<file path="src/rtl/keygen_seq_pkg.sv">
// keygen_seq_pkg: shared constants and state type for the BIKE key-generation
// stage sequencer (IDLE encoding, stage indices, default chain configuration).
package keygen_seq_pkg;

  // cur_stage value reported while no stage is running
  localparam int STG_IDLE = 0;

  // Stage indices of the default engine chain (index 4 is the spare slot)
  localparam int STG_H0  = 0;
  localparam int STG_H1  = 1;
  localparam int STG_INV = 2;
  localparam int STG_MUL = 3;

  // Default chain length and companion-start mask (spa2dsn rides with h1 gen)
  localparam int                          DEF_NUM_STAGES    = 5;
  localparam logic [DEF_NUM_STAGES-1:0]   DEF_CO_START_MASK = 5'b00010;

  // Sequencer control state; the running stage index is held separately
  typedef enum logic {
    ST_IDLE = 1'b0,
    ST_RUN  = 1'b1
  } seq_state_t;

endpackage

</file>
<file path="src/rtl/keygen_seq_next_stage.sv">
// seq_next_stage: combinational search for the lowest stage index >= i_base
// whose skip bit is clear. o_none flags that no such stage exists.
module seq_next_stage
  import keygen_seq_pkg::*;
#(
  parameter int NUM_STAGES = DEF_NUM_STAGES,
  parameter int STAGE_W    = $clog2(DEF_NUM_STAGES + 1)
) (
  input  logic [NUM_STAGES-1:0] i_mask,
  input  logic [STAGE_W-1:0]    i_base,
  output logic [STAGE_W-1:0]    o_idx,
  output logic                  o_none
);

  // Scan from the top down so the lowest qualifying index is the one that sticks
  always_comb begin
    o_idx  = '0;
    o_none = 1'b1;
    for (int k = NUM_STAGES - 1; k >= 0; k--) begin
      o_idx  = (!i_mask[k] && (STAGE_W'(k) >= i_base)) ? STAGE_W'(k) : o_idx;
      o_none = (!i_mask[k] && (STAGE_W'(k) >= i_base)) ? 1'b0 : o_none;
    end
  end

endmodule

</file>
<file path="src/rtl/keygen_seq_ctrl.sv">
// keygen_seq_ctrl: launches up to NUM_STAGES engines in ascending order with a
// one-cycle start/done handshake, honouring a per-run skip mask, companion
// starts and abort. Optional per-stage watchdog enabled by SEQ_TIMEOUT_EN.
module keygen_seq_ctrl
  import keygen_seq_pkg::*;
#(
  parameter int                    NUM_STAGES    = DEF_NUM_STAGES,
  parameter logic [NUM_STAGES-1:0] CO_START_MASK = NUM_STAGES'(DEF_CO_START_MASK),
  parameter int                    TIMEOUT_CYC   = 2**20
) (
  input  logic                                i_clk,
  input  logic                                i_rst,
  input  logic                                i_start,
  input  logic                                i_abort,
  input  logic [NUM_STAGES-1:0]               i_skip_mask,
  input  logic [NUM_STAGES-1:0]               i_stage_done,
  output logic [NUM_STAGES-1:0]               o_stage_start,
  output logic [NUM_STAGES-1:0]               o_co_start,
  output logic [$clog2(NUM_STAGES+1)-1:0]     o_cur_stage,
  output logic                                o_busy,
  output logic                                o_seq_done,
  output logic                                o_seq_abort,
  output logic                                o_err
);

  localparam int STAGE_W = $clog2(NUM_STAGES + 1);

  seq_state_t              r_state, w_state_n;
  logic [STAGE_W-1:0]      r_idx, w_idx_n;
  logic [NUM_STAGES-1:0]   r_mask, w_mask_n;
  logic [NUM_STAGES-1:0]   r_stage_start, w_stage_start_n;
  logic [NUM_STAGES-1:0]   r_co_start;
  logic [STAGE_W-1:0]      r_cur_stage, w_cur_stage_n;
  logic                    r_busy;
  logic                    r_seq_done, w_seq_done_n;
  logic                    r_seq_abort, w_seq_abort_n;
  logic                    r_err, w_err_n;
  logic [NUM_STAGES-1:0]   w_srch_mask;
  logic [STAGE_W-1:0]      w_srch_base;
  logic [STAGE_W-1:0]      w_nxt_idx;
  logic                    w_nxt_none;
  logic                    w_to_hit;

  // In IDLE search the incoming mask from stage 0; in a run search the
  // captured mask strictly above the current stage.
  assign w_srch_mask = (r_state == ST_IDLE) ? i_skip_mask : r_mask;
  assign w_srch_base = (r_state == ST_IDLE) ? '0 : (r_idx + STAGE_W'(1'b1));

  seq_next_stage #(
    .NUM_STAGES (NUM_STAGES),
    .STAGE_W    (STAGE_W)
  ) u_next (
    .i_mask (w_srch_mask),
    .i_base (w_srch_base),
    .o_idx  (w_nxt_idx),
    .o_none (w_nxt_none)
  );

`ifdef SEQ_TIMEOUT_EN
  localparam int CNT_W = $clog2(TIMEOUT_CYC + 1);
  logic [CNT_W-1:0] r_cnt, w_cnt_n;

  assign w_to_hit = (r_state == ST_RUN) && (r_cnt == CNT_W'(TIMEOUT_CYC - 1));

  // Cycle counter restarts whenever a stage is entered, otherwise counts up
  always_comb begin
    if ((r_state == ST_IDLE) || (w_stage_start_n != '0)) begin
      w_cnt_n = '0;
    end else begin
      w_cnt_n = r_cnt + CNT_W'(1'b1);
    end
  end

  // Watchdog counter register
  always_ff @(posedge i_clk) begin
    if (i_rst) begin
      r_cnt <= '0;
    end else begin
      r_cnt <= w_cnt_n;
    end
  end
`else
  assign w_to_hit = 1'b0;
`endif

  // Next-state and next-output logic; abort beats done, done beats timeout
  always_comb begin
    w_state_n       = r_state;
    w_idx_n         = r_idx;
    w_mask_n        = r_mask;
    w_stage_start_n = '0;
    w_seq_done_n    = 1'b0;
    w_seq_abort_n   = 1'b0;
    w_err_n         = r_err;
    case (r_state)
      ST_IDLE: begin
        if (i_start && !i_abort) begin
          w_mask_n = i_skip_mask;
          w_err_n  = 1'b0;
          if (w_nxt_none) begin
            w_seq_done_n = 1'b1;
          end else begin
            w_state_n       = ST_RUN;
            w_idx_n         = w_nxt_idx;
            w_stage_start_n = NUM_STAGES'(1'b1) << w_nxt_idx;
          end
        end else begin
          w_state_n = ST_IDLE;
        end
      end
      ST_RUN: begin
        if (i_abort) begin
          w_state_n     = ST_IDLE;
          w_seq_abort_n = 1'b1;
        end else if (i_stage_done[r_idx]) begin
          if (w_nxt_none) begin
            w_state_n    = ST_IDLE;
            w_seq_done_n = 1'b1;
          end else begin
            w_idx_n         = w_nxt_idx;
            w_stage_start_n = NUM_STAGES'(1'b1) << w_nxt_idx;
          end
        end else if (w_to_hit) begin
          w_state_n     = ST_IDLE;
          w_seq_abort_n = 1'b1;
          w_err_n       = 1'b1;
        end else begin
          w_state_n = ST_RUN;
        end
      end
      default: begin
        w_state_n = ST_IDLE;
      end
    endcase
    w_cur_stage_n = (w_state_n == ST_RUN) ? (w_idx_n + STAGE_W'(1'b1))
                                          : STAGE_W'(STG_IDLE);
  end

  // State and registered outputs
  always_ff @(posedge i_clk) begin
    if (i_rst) begin
      r_state       <= ST_IDLE;
      r_idx         <= '0;
      r_mask        <= '0;
      r_stage_start <= '0;
      r_co_start    <= '0;
      r_cur_stage   <= '0;
      r_busy        <= 1'b0;
      r_seq_done    <= 1'b0;
      r_seq_abort   <= 1'b0;
      r_err         <= 1'b0;
    end else begin
      r_state       <= w_state_n;
      r_idx         <= w_idx_n;
      r_mask        <= w_mask_n;
      r_stage_start <= w_stage_start_n;
      r_co_start    <= w_stage_start_n & CO_START_MASK;
      r_cur_stage   <= w_cur_stage_n;
      r_busy        <= (w_cur_stage_n != '0);
      r_seq_done    <= w_seq_done_n;
      r_seq_abort   <= w_seq_abort_n;
      r_err         <= w_err_n;
    end
  end

  assign o_stage_start = r_stage_start;
  assign o_co_start    = r_co_start;
  assign o_cur_stage   = r_cur_stage;
  assign o_busy        = r_busy;
  assign o_seq_done    = r_seq_done;
  assign o_seq_abort   = r_seq_abort;
  assign o_err         = r_err;

endmodule

</file>
<file path="config.mk">
export PLATFORM = sky130hd
export DESIGN_NAME = keygen_seq_ctrl
export DESIGN_NICKNAME = d
export VERILOG_FILES = /design/src/rtl/keygen_seq_pkg.sv /design/src/rtl/keygen_seq_next_stage.sv /design/src/rtl/keygen_seq_ctrl.sv
export SDC_FILE = /design/constraint.sdc
export NUM_CORES = 1
export LEC_CHECK = 0
export ABC_AREA = 1
export CAP_MARGIN = 20
export CORE_MARGIN = 3
export CORE_UTILIZATION = 35
export CTS_BUF_LIST = sky130_fd_sc_hd__clkbuf_2 sky130_fd_sc_hd__clkbuf_4 sky130_fd_sc_hd__clkbuf_8
export CTS_CLUSTER_DIAMETER = 200
export DETAILED_ROUTE_END_ITERATION = 10
export GPL_ROUTABILITY_DRIVEN = 0
export PLACE_DENSITY_LB_ADDON = 0.12
export REMOVE_ABC_BUFFERS = 1
export SYNTH_ARGS = -nofsm -noshare
export SYNTH_HDL_FRONTEND = slang
export SYNTH_SLANG_ARGS = --single-unit
</file>
<file path="constraint.sdc">
create_clock -name i_clk -period 5.8 [get_ports i_clk]
set_clock_uncertainty 0.05 [all_clocks]
set_input_delay 1.74 -clock i_clk [delete_from_list [all_inputs] [get_ports i_clk]]
set_output_delay 1.74 -clock i_clk [all_outputs]
set_load 0.01 [all_outputs]
</file>
## Yosys cells after proc, flatten, opt, wreduce, memory -nomap -nowiden

Index checks and enable logic that the tools add are counted.

- Bits in registers: 26
- Input port bits: 14
- Output and inout bits: 17
- Logic and storage cells: 76

- $add $sub $neg: 2
- Magnitude comparators: 6
- Equality and inequality tests: 1
- Shifts and indexed selects: 1
- Mux-type cells: 38
- Bitwise operators: 1
- Reduce and logical (&&, ||, !) cells: 16

Operator list:

| cell | number |
|---|---|
| 2-to-1 mux 3 bit | 11 |
| 2-to-1 mux 5 bit | 5 |
| 2-to-1 mux 1 bit | 17 |
| case mux 5 bit (2 select lines) | 1 |
| adder 3 x 1 -> 3 bit (second input constant) | 2 |
| >= comparator 1 x 3 -> 1 bit (first input constant) | 2 |
| >= comparator 2 x 3 -> 1 bit (first input constant) | 2 |
| logical AND 1 bit | 6 |
| zero test 1 bit | 6 |
| case mux 3 bit (2 select lines) | 1 |
| left shift 1 x 3 -> 5 bit (first input constant) | 1 |
| less-than comparator 3 x 4 -> 1 bit (second input constant) | 1 |
| case mux 1 bit (2 select lines) | 2 |
| AND reduction 2 bit | 2 |
| binary-select mux 1 bit (select 3 bit) | 1 |
| >= comparator 3 bit (first input constant) | 1 |
| nonzero test 3 bit | 1 |
| inequality test 2 x 1 -> 1 bit (second input constant) | 1 |
| OR reduction 2 bit | 1 |
| NOT 1 bit | 1 |

## Logic depth before layout (Yosys ltp)

- Word-level depth: 16
- Mapped depth: 18
- Mapped depth without buffers: 18

## Cells and area by module

From an unflattened synthesis, not the netlist that was laid out.

- Cells, all modules: 151
- Area, all modules: 1042.2 µm²

Modules (own cells, without submodules):

| module | instances | cells an instance | area each (µm²) | seq. area each (µm²) |
|---|---|---|---|---|
| keygen_seq_ctrl | 1 | 129 | 944.7 | 400.4 |
| seq_next_stage | 1 | 22 | 97.6 | 0.0 |

## Least setup slack after synthesis

OpenSTA, ideal clock, no wires.

- Kind: in2reg
- From: input port i_abort
- To: register r_busy (netlist: o_busy)
- Library setup time: 0.121 ns
- Data arrival time: 3.076 ns
- Data required time: 5.629 ns
- Setup slack: 2.552 ns
- Cell stages on the path: 12
- Path buffers: 0
- Path through: inv_1 nand2_1 nor2_1 inv_1 nand2_1 inv_1 o21ai_0 nand2_1 inv_1 ha_1 nand2_1 nand3_1

- Longest elaborated chain between the ends: 7
- Elaborated cells on any way between the ends: 11
- Classes of those cells: add/sub (1); mux (7); reduce/logical (3)

Ends and longest elaborated chain:

| item | RTL line | RTL |
|---|---|---|
| start, declared | keygen_seq_ctrl.sv:14 | `input logic i_abort,` |
| zero test 1 bit | keygen_seq_ctrl.sv:97 | `if (i_start && !i_abort) begin` |
| logical AND 1 bit | keygen_seq_ctrl.sv:97 |  |
| 2-to-1 mux 3 bit | keygen_seq_ctrl.sv:97 |  |
| case mux 3 bit (2 select lines) * | keygen_seq_ctrl.sv:95 | `case (r_state)` |
| named net w_idx_n[1] | keygen_seq_ctrl.sv:29 | `logic [STAGE_W-1:0] r_idx, w_idx_n;` |
| adder 3 x 1 -> 3 bit * | keygen_seq_ctrl.sv:135 | `w_cur_stage_n = (w_state_n == ST_RUN) ? (w_idx_n + STAGE_W'(1'b1))` |
| 2-to-1 mux 3 bit * | keygen_seq_ctrl.sv:135 |  |
| nonzero test 3 bit * | keygen_seq_ctrl.sv:159 | `r_busy <= (w_cur_stage_n != '0);` |
| end signal, assigned | keygen_seq_ctrl.sv:159 |  |
| end, declared | keygen_seq_ctrl.sv:34 | `logic r_busy;` |

Mark *: on every way through the listed nets, which the timed path passes. The rest lies on a longest branch.
A chain may end at the register's enable or synchronous reset.

## Worst setup path in the final report

Ends and elaborated chain as after synthesis.

==> results.py <==
metrics = {
    "status": {
        "status": "complete, no violations",
    },
    "global_route": {
        "grt_pass1_wl_mm": 4.47,
        "antenna_found_initial": 0,
        "overflow": 0,
        "grt_max_degree": 16,
        "track_usage": 0.137,
        "first_global_vias": 989,
    },
    "yosys": {
        "syn_area_sq_um": 1130,
        "ys_ff_latch": 20,
        "netlist.area_leader.share": 0.356,
        "synthTopCellsByArea": "dfxtp_1, nand2_1, inv_1",
        "synth-seq-area-share": 0.356,
        "synth.distinct_cells": 27,
        "syn-instance-count": 167,
        "ys.warnings.count": 0,
        "yosys.area.top_type": "dfxtp_1",
        "syn_avg_cell_area_sq_um": 6.74,
    },
    "critical_path": {
        "cp.buffers_inverters": 5,
        "cp_slowest_cell": "clkdlybuf4s50_1",
        "startpoint_type": "input pin",
        "reg2reg_slack_ns": 3.29,
        "path_delay_family": "simple AND/OR/NAND/NOR gates",
        "worst-path-max-fanout": 7,
        "crit_required_ns": 5.95,
        "rr_worst_depth": 18,
        "end_kind": "register",
        "path_class": "input pin to register",
        "cp.arrival_ns": 3.93,
        "r2r-end": "o_busy$_SDFF_PP0_",
        "max_stage_delay_ns": 0.47,
        "cp_cell_sequence": "clkdlybuf4s50_1 -> inv_1 -> nand2_1 -> nor2_1 -> inv_1 -> nand2_1 -> inv_1 -> o21ai_0 -> nand2_1 -> inv_1 -> ha_1 -> nand2_1 -> nand3_1",
        "timing.rr.start": "r_state$_SDFF_PP0_",
    },
    "finish": {
        "areaGrowthSynthToFinish_pct": 26.4,
        "final.fill_count": 301,
        "diodes": 0,
        "layout-drive-gt1-share": 0.119,
        "seqCellArea_sq_um": 400,
        "multi_input_comb_area_sq_um": 592,
        "final_nets": 210,
    },
    "route": {
        "drtIter0Drc": 30,
        "ant_nets": 0,
        "via_per_inst": 4.68,
        "drt_wl_total_mm": 2.53,
        "vias": 1099,
        "drc": 0,
        "dr.pass1.iters": 5,
        "wl_per_cell_um": 10.7,
    },
    "timing": {
        "rsz0062_at_grt": "no",
        "relSlewSlack": 0.609,
        "drv_slew": 0,
        "fin_crit_sh": 0.651,
        "fin_crit_ns": 3.77,
        "setup_tns_ns": 0,
        "hold_viol_final": 0,
        "setup_violations": 0,
        "max_freq_mhz": 265,
        "tightest_slew_ns": 0.586,
    },
    "die": {
        "die_x_um": 62.7,
        "fp.dieH_um": 62.7,
        "dieArea_sq_um": 3930,
        "io_pins": 31,
        "row_count": 19,
        "core_sq_um": 2900,
        "initial_core_util": 0.388,
    },
    "clock_network": {
        "insertion_delay_ns": 0.30,
        "holdBufCountCts": 0,
        "htreeDepth": 1,
        "numCtsBuffers": 3,
        "cts_buffer_depth": 2,
        "root_buffer": "clkbuf_4",
        "clk_pin_slew_ns": 0.11,
        "cts_resized": 0,
        "cts_tree": "yes",
        "cts_setup_buffers": 0,
        "cts_sinks": 20,
    },
    "worst_hold_path": {
        "hold_end": "r_mask[2]$_SDFFE_PP0P_",
        "holdPathStages": 2,
        "min-delay-start": "r_mask[2]$_SDFFE_PP0P_",
        "hold_class": "register to register",
    },
    "power_and_ir_drop": {
        "vdd_drop_max_v": 0.0000881,
        "power_mw": 0.310,
        "power_density_nw_per_um2": 217,
        "leakage_nw": 0.670,
    },
    "placement": {
        "dp_hpwl_mm": 2.02,
        "io_buffers": 25,
    },
    "flow_run": {
        "cap_viol_max_count": 0,
    },
}
[cell families after synthesis]
| group | synth area share |
|---|---|
| adder cells (fa/ha/maj) | 0.0222 |
| flip-flops | 0.356 |
| AO/OA/AOI/OAI | 0.0989 |
| buffers and inverters | 0.132 |
| other | 0.00333 |
| AND/OR/NAND/NOR | 0.388 |
[final cells by class]
type,count,share of cell area
clock buffer,4,0.0255
inverter,24,0.0650
multi-input combinational,120,0.416
sequential,20,0.281
tap,42,0.0369
timing repair buffer,25,0.176
[cells in the mapped netlist, drive strengths merged]
cell type  count
nand2         60
inv           24
dfxtp         20
nor2          14
nand3         12
o21ai          9
a21oi          8
buf            7
nor3           3
ha             2
nand3b         2
nand4          2
conb           1
nor3b          1
nor4           1
o221a          1
[layout by cell type, fill, tap and decap left out, drive strengths merged]
cell           instances
a21oi                  8
o21ai                  9
nand4                  2
nor3                   3
ha                     2
nor3b                  1
clkbuf                 4
inv                   24
nor4                   1
o221a                  1
dfxtp                 20
nand3                 12
nor2                  14
conb                   5
clkdlybuf4s50         25
nand2                 60
nand3b                 2
[state kept, by name, summed over array words and instances (netlist names)]
register / cells
o_stage_start: 5
r_idx: 3
r_state: 1
o_cur_stage: 3
o_seq_done: 1
o_busy: 1
r_mask: 5
o_seq_abort: 1
[stage by stage]
step	cell area, sq um	worst slack, ns	std cells	hold WS (ns)	util
after floorplan	1080	2.55	164	0.379	-
after global placement	1390	1.86	231	0.414	0.478
after detailed placement	1390	1.73	231	0.403	0.478
final	1420	2.03	235	0.418	0.491
after global routing	1420	1.66	235	0.455	0.491
after CTS	1420	2.07	235	0.419	0.491
[routing by layer]
layer	up-vias	GRT usage	part of all wire
met5	-	0	0
met4	0	0.0496	0.014
met3	5	0.0252	0.072
met2	48	0.218	0.44
met1	479	0.183	0.47
li1	567	-	-
[worst register-to-register path, cell delays in order, from the launching register on]
cell and delay, ns:
dfxtp_1 0.71, inv_2 0.19, nand2_1 0.14, nand2_1 0.05
nand2_1 0.11, nand2_2 0.08, nand2_4 0.09, inv_4 0.06
nor2_4 0.11, nand2_1 0.07, nand3_1 0.09, nand2_1 0.06
nand2_2 0.09, inv_1 0.05, ha_1 0.19, inv_1 0.06
nand3_1 0.06, nand3_1 0.10, nand3_1 0.06
[worst max-delay path by stage]
stage                  from  depth (start not counted)                 to  slack (ns)
detailed placement  i_abort                         13  o_busy$_SDFF_PP0_        1.73
finish              i_abort                         13  o_busy$_SDFF_PP0_        2.03
floorplan           i_abort                         12  o_busy$_SDFF_PP0_        2.55
global route        i_abort                         15  o_busy$_SDFF_PP0_        1.66
global placement    i_abort                         13  o_busy$_SDFF_PP0_        1.86
CTS                 i_abort                         13  o_busy$_SDFF_PP0_        2.07
[power by group]
part           leakage (nW)  switching, mW  internal (mW)
Clock                0.0210         0.0432         0.0383
Combinational         0.486         0.0462         0.0320
Sequential            0.163        0.00542          0.145
Power figures use the tool's default switching activity.
